## src/rtl/sat_vector_driver.sv

```systemverilog
// Exhaustive SAT search driver: walks vec_out through 0..2^N_IN-1, samples resp_in after SETTLE cycles per vector.
// Optional model counting via `SAT_DRV_MODEL_COUNT_EN (scan all vectors, count hits).
module sat_vector_driver #(
  parameter int N_IN   = 2,
  parameter int SETTLE = 1
) (
  input  logic            clk,
  input  logic            rst,
  input  logic            start,
  output logic [N_IN-1:0] vec_out,
  input  logic            resp_in,
  output logic            busy,
  output logic            done,
  output logic            sat,
  output logic [N_IN-1:0] sat_vec,
  output logic [N_IN:0]   sat_count,
  output logic [1:0]      o_dbg_state
);

  typedef enum logic [1:0] {S_IDLE = 2'd0, S_RUN = 2'd1, S_DONE = 2'd2} state_t;

  localparam logic [N_IN-1:0] VEC_MAX  = '1;
  localparam logic [3:0]      SETTLE_W = 4'(SETTLE);

  state_t          r_state;
  logic [3:0]      r_wcnt;
  logic [N_IN-1:0] r_vec;
  logic            r_busy;
  logic            r_done;
  logic            r_sat;
  logic [N_IN-1:0] r_sat_vec;
  logic [N_IN:0]   r_sat_count;

  // Handshake: start is a level sampled on each rising edge; it is only
  // acted on in IDLE or DONE, and ignored (not queued) while RUN.
  always_ff @(posedge clk or posedge rst) begin
    if (rst) begin
      r_state     <= S_IDLE;
      r_wcnt      <= '0;
      r_vec       <= '0;
      r_busy      <= 1'b0;
      r_done      <= 1'b0;
      r_sat       <= 1'b0;
      r_sat_vec   <= '0;
      r_sat_count <= '0;
    end else begin
      case (r_state)
        S_IDLE, S_DONE: begin
          if (start) begin
            r_state     <= S_RUN;
            r_wcnt      <= '0;
            r_vec       <= '0;
            r_busy      <= 1'b1;
            r_done      <= 1'b0;
            r_sat       <= 1'b0;
            r_sat_vec   <= '0;
            r_sat_count <= '0;
          end
        end
        S_RUN: begin
          if (r_wcnt != SETTLE_W) begin
            r_wcnt <= r_wcnt + 4'd1;
          end else begin
`ifdef SAT_DRV_MODEL_COUNT_EN
            if (resp_in) begin
              r_sat_count <= r_sat_count + 1'b1;
              r_sat       <= 1'b1;
              if (!r_sat) r_sat_vec <= r_vec;
            end
            if (r_vec == VEC_MAX) begin
              r_state <= S_DONE;
              r_done  <= 1'b1;
              r_busy  <= 1'b0;
            end else begin
              r_vec  <= r_vec + 1'b1;
              r_wcnt <= '0;
            end
`else
            if (resp_in) begin
              r_state   <= S_DONE;
              r_sat     <= 1'b1;
              r_sat_vec <= r_vec;
              r_done    <= 1'b1;
              r_busy    <= 1'b0;
            end else if (r_vec == VEC_MAX) begin
              r_state   <= S_DONE;
              r_sat     <= 1'b0;
              r_sat_vec <= '0;
              r_done    <= 1'b1;
              r_busy    <= 1'b0;
            end else begin
              r_vec  <= r_vec + 1'b1;
              r_wcnt <= '0;
            end
`endif
          end
        end
        default: r_state <= S_IDLE;
      endcase
    end
  end

  assign vec_out     = r_vec;
  assign busy        = r_busy;
  assign done        = r_done;
  assign sat         = r_sat;
  assign sat_vec     = r_sat_vec;
  assign o_dbg_state = r_state;
`ifdef SAT_DRV_MODEL_COUNT_EN
  assign sat_count = r_sat_count;
`else
  // Counter register exists but is never advanced; output is hard zero.
  assign sat_count = '0;
`endif

endmodule

```

## config.mk

```make
export PLATFORM = sky130hd
export DESIGN_NAME = sat_vector_driver
export DESIGN_NICKNAME = d
export VERILOG_FILES = /design/src/rtl/sat_vector_driver.sv
export SDC_FILE = /design/constraint.sdc
export NUM_CORES = 1
export LEC_CHECK = 0
export ABC_AREA = 1
export BUFFER_PORTS_ARGS = -buffer_cell sky130_fd_sc_hd__buf_4
export CAP_MARGIN = 5
export CORE_MARGIN = 2
export CORE_UTILIZATION = 55
export DETAILED_ROUTE_END_ITERATION = 8
export HOLD_SLACK_MARGIN = 0.08
export PLACE_DENSITY = 0.81
export SETUP_SLACK_MARGIN = 0.2
export SLEW_MARGIN = 40
export SYNTH_ARGS = -nofsm -noshare
export SYNTH_HDL_FRONTEND = slang
export SYNTH_SLANG_ARGS = --single-unit
```

## constraint.sdc

```tcl
create_clock -name clk -period 2.79 [get_ports clk]
set_input_delay 0.4185 -clock clk [delete_from_list [all_inputs] [get_ports clk]]
set_output_delay 0.4185 -clock clk [all_outputs]
set_load 0.03 [all_outputs]
```

==> results.md <==
- Buffer and inverter count on the worst path: 1
- Core region area: 0.00127 mm2
- Critical Path AT: 0.99 ns
- Crit-path max cell delay: 0.50 ns
- Routed wire length: 1.36 mm
- Clk_skew: 0.000888 ns
- Placed instance area: 831 um2
- Max-cap violations: 0
- Detailed-route via count: 593
- Cell area after layout: 857 um2
- Hold WS: 0.169 ns
- Worst-Skew Late Latency: 0.27 ns
- Hold Vio Cnt, Final: 0
- Setup TNS: 0 ns
- Mean Syn Cell Area: 8.01 um2
- Crit path cell chain: buf_4
- Post-DR wirelength/cell: 11.2 um
- Drt initial violations: 17
- Synthesized instance count: 92
- 1st-pass router iterations: 4
- Largest net degree at the start of global routing: 14
- Crit Path Class: register to primary output
- Net switching power: 504 uW
- Data required, critical path: 2.37 ns
- Initial Util: 58.1%
- Crit path max-delay family: flip-flops
- Post-CTS sizing: 0
- # H-tree levels: 1
- Routability Congestion: 0.828
- Minimum clock period after layout: 1.41 ns
- Area grow syn2layout: 16.3%
- Period utilisation layout: 50.4%
- Comb pwr share: 54.3%
- Remaining DRCs: 0
- Root Driver: clkbuf_4
- Flip-flop and latch area: 325 um2
- Worst-Margin Slew: 0.505 ns
- Multi-input gate area: 359 um2
- Peak Freq: 712 MHz
- Num CTS Buffers: 3
- Num Clock Sinks: 13
- Setup-failing EPs final: 0
- Number of hold buffers added after cts: 0
- Synthesized flop and latch total: 13
- Sw Ratio: 49.2%
- Part of the power in registers: 34.2%
- Critical Path End Type: primary output
- Setup Buffers After CTS: 0
- Clock slew at the register clock pins of the worst setup and hold paths: 0.08 ns
- Setup repair after global routing missed its margin: false
- Final ANT Viol Nets: 0
- Buffers on Ports: 12
- Max clock buf depth: 2
- Antenna violations before repair: 0
- Status: finished clean
- Slew HR: 66.3%
- Synth warnings: 0
- FP Rows: 13
- Startpoint Class: register
- Io pins: 16
- First-pass GRT wire length: 2.06 mm
- Die ar.: 0.00165 mm2
- Distinct cell type count after synthesis: 19
- Die width: 40.6 um
- Vias in the first global route: 463
- Sequential fraction of the synthesis area: 44.1%
- Final net count: 115
- Max VDD drop: 0.766 mV
- N_diodes: 0
- Aggregate global routing overflow: 0
- Int Pwr: 520 uW
- Clock power frac: 11.5%
- Fraction of layout cells with a size suffix above 1: 23.4%
- CP max stage cell: dfrtp_1
- Fill count: 106
- Number of vias per cell: 4.86
- Pwr/cell area: 1190 mW/mm2
- Slew Limit Fails: 0
- Detail Placement HPWL: 1.00 mm
- CTS tree: done
- Worst hold path class: input port to asynchronous set/reset pin
- Leakage Power: 0.000487 uW
- Die height: 40.6 um
- Total Routing Usage GR: 19.5%
- Synth Cell Area: 737 um2
- Crit-path max FO: 4
[synthesized netlist by cell type, drive strengths merged]
cell,number,share of area (%)
nor2,11,9.2
xor2,1,1.2
buf,3,3.1
inv,10,5.1
nand3,6,4.8
nand4,5,4.2
o21ai,1,0.68
conb,1,0.51
dfrtp,13,44
or2,2,1.7
nand2,36,20
ha,3,5.1
[final timing paths]
kind,startpoint,end,slack (ns),cells after the start
max,o_dbg_state[1],o_dbg_state[1],1.38,1
min,rst,r_wcnt[3],0.17,2
max reg2reg,r_wcnt[1],r_wcnt[0],1.53,8
min reg2reg,sat,sat,0.47,2
max in group asynchronous,rst,r_wcnt[1],2.28,2
min in group clk,resp_in,sat,0.42,3
[flip-flops by register name, indices dropped and copies added, names as in the netlist]
signal	flops
o_dbg_state	2
vec_out	2
r_wcnt	4
sat	1
sat_vec	2
busy	1
done	1
[metal layers]
layer / track usage (%) / wire length [um]
met4: 5.00 / 10
met1: 26.5 / 620
met3: 5.00 / 81
met5: 0 / 0
met2: 30.6 / 649
[power by group through the flow]
stage / clock (uW) / sequential, uW / combinational, uW
after floorplan: 0 / 431 / 321
after global routing: 125 / 364 / 623
after detailed placement: 0 / 355 / 555
after global placement: 0 / 348 / 542
after CTS: 118 / 351 / 557
final: 118 / 351 / 556
[logic make-up (layout without fill, tap and decap cells)]
family	count (synthesis)	after routing	synth area share [%]
buf+inv	13	26	8.15
other cells	1	3	0.509
fa+ha+maj	3	3	5.09
simple gates	60	60	40.2
xor+xnor	1	1	1.19
compound gates	1	1	0.678
flops	13	13	44.1
[through the flow]
step	total power (uW)	worst slack, ns	utilization [%]	cells
2_1_floorplan	753	1.49	-	94
3_3_place_gp	890	1.57	65.5	118
3_5_place_dp	909	1.54	65.5	118
4_1_cts	1030	1.38	67.6	122
5_1_grt	1110	1.34	67.6	122
6_report	1020	1.38	67.6	122
[cell usage in the layout, fill, tap and decap left out]
master    instances
nor2_8            1
inv_1             8
nand4_1           5
nor2_2            1
nand2_2           3
buf_4            12
nand2_1          32
nand2_4           1
nand3_2           1
or2_0             2
dfrtp_1          13
conb_1            3
ha_1              3
nand3_1           5
o21ai_0           1
clkbuf_1          1
nor2_4            1
nor2_1            8
inv_2             2
xor2_1            1
clkbuf_4          3
[cell type report]
type	count	share of cell area, %
Timing Repair Buffer	12	10.5
Multi-Input combinational cell	68	41.9
Clock buffer	4	3.07
Inverter	10	4.38
Sequential cell	13	38.0
Tap cell	15	2.19
(Power assumes the default switching activity.)
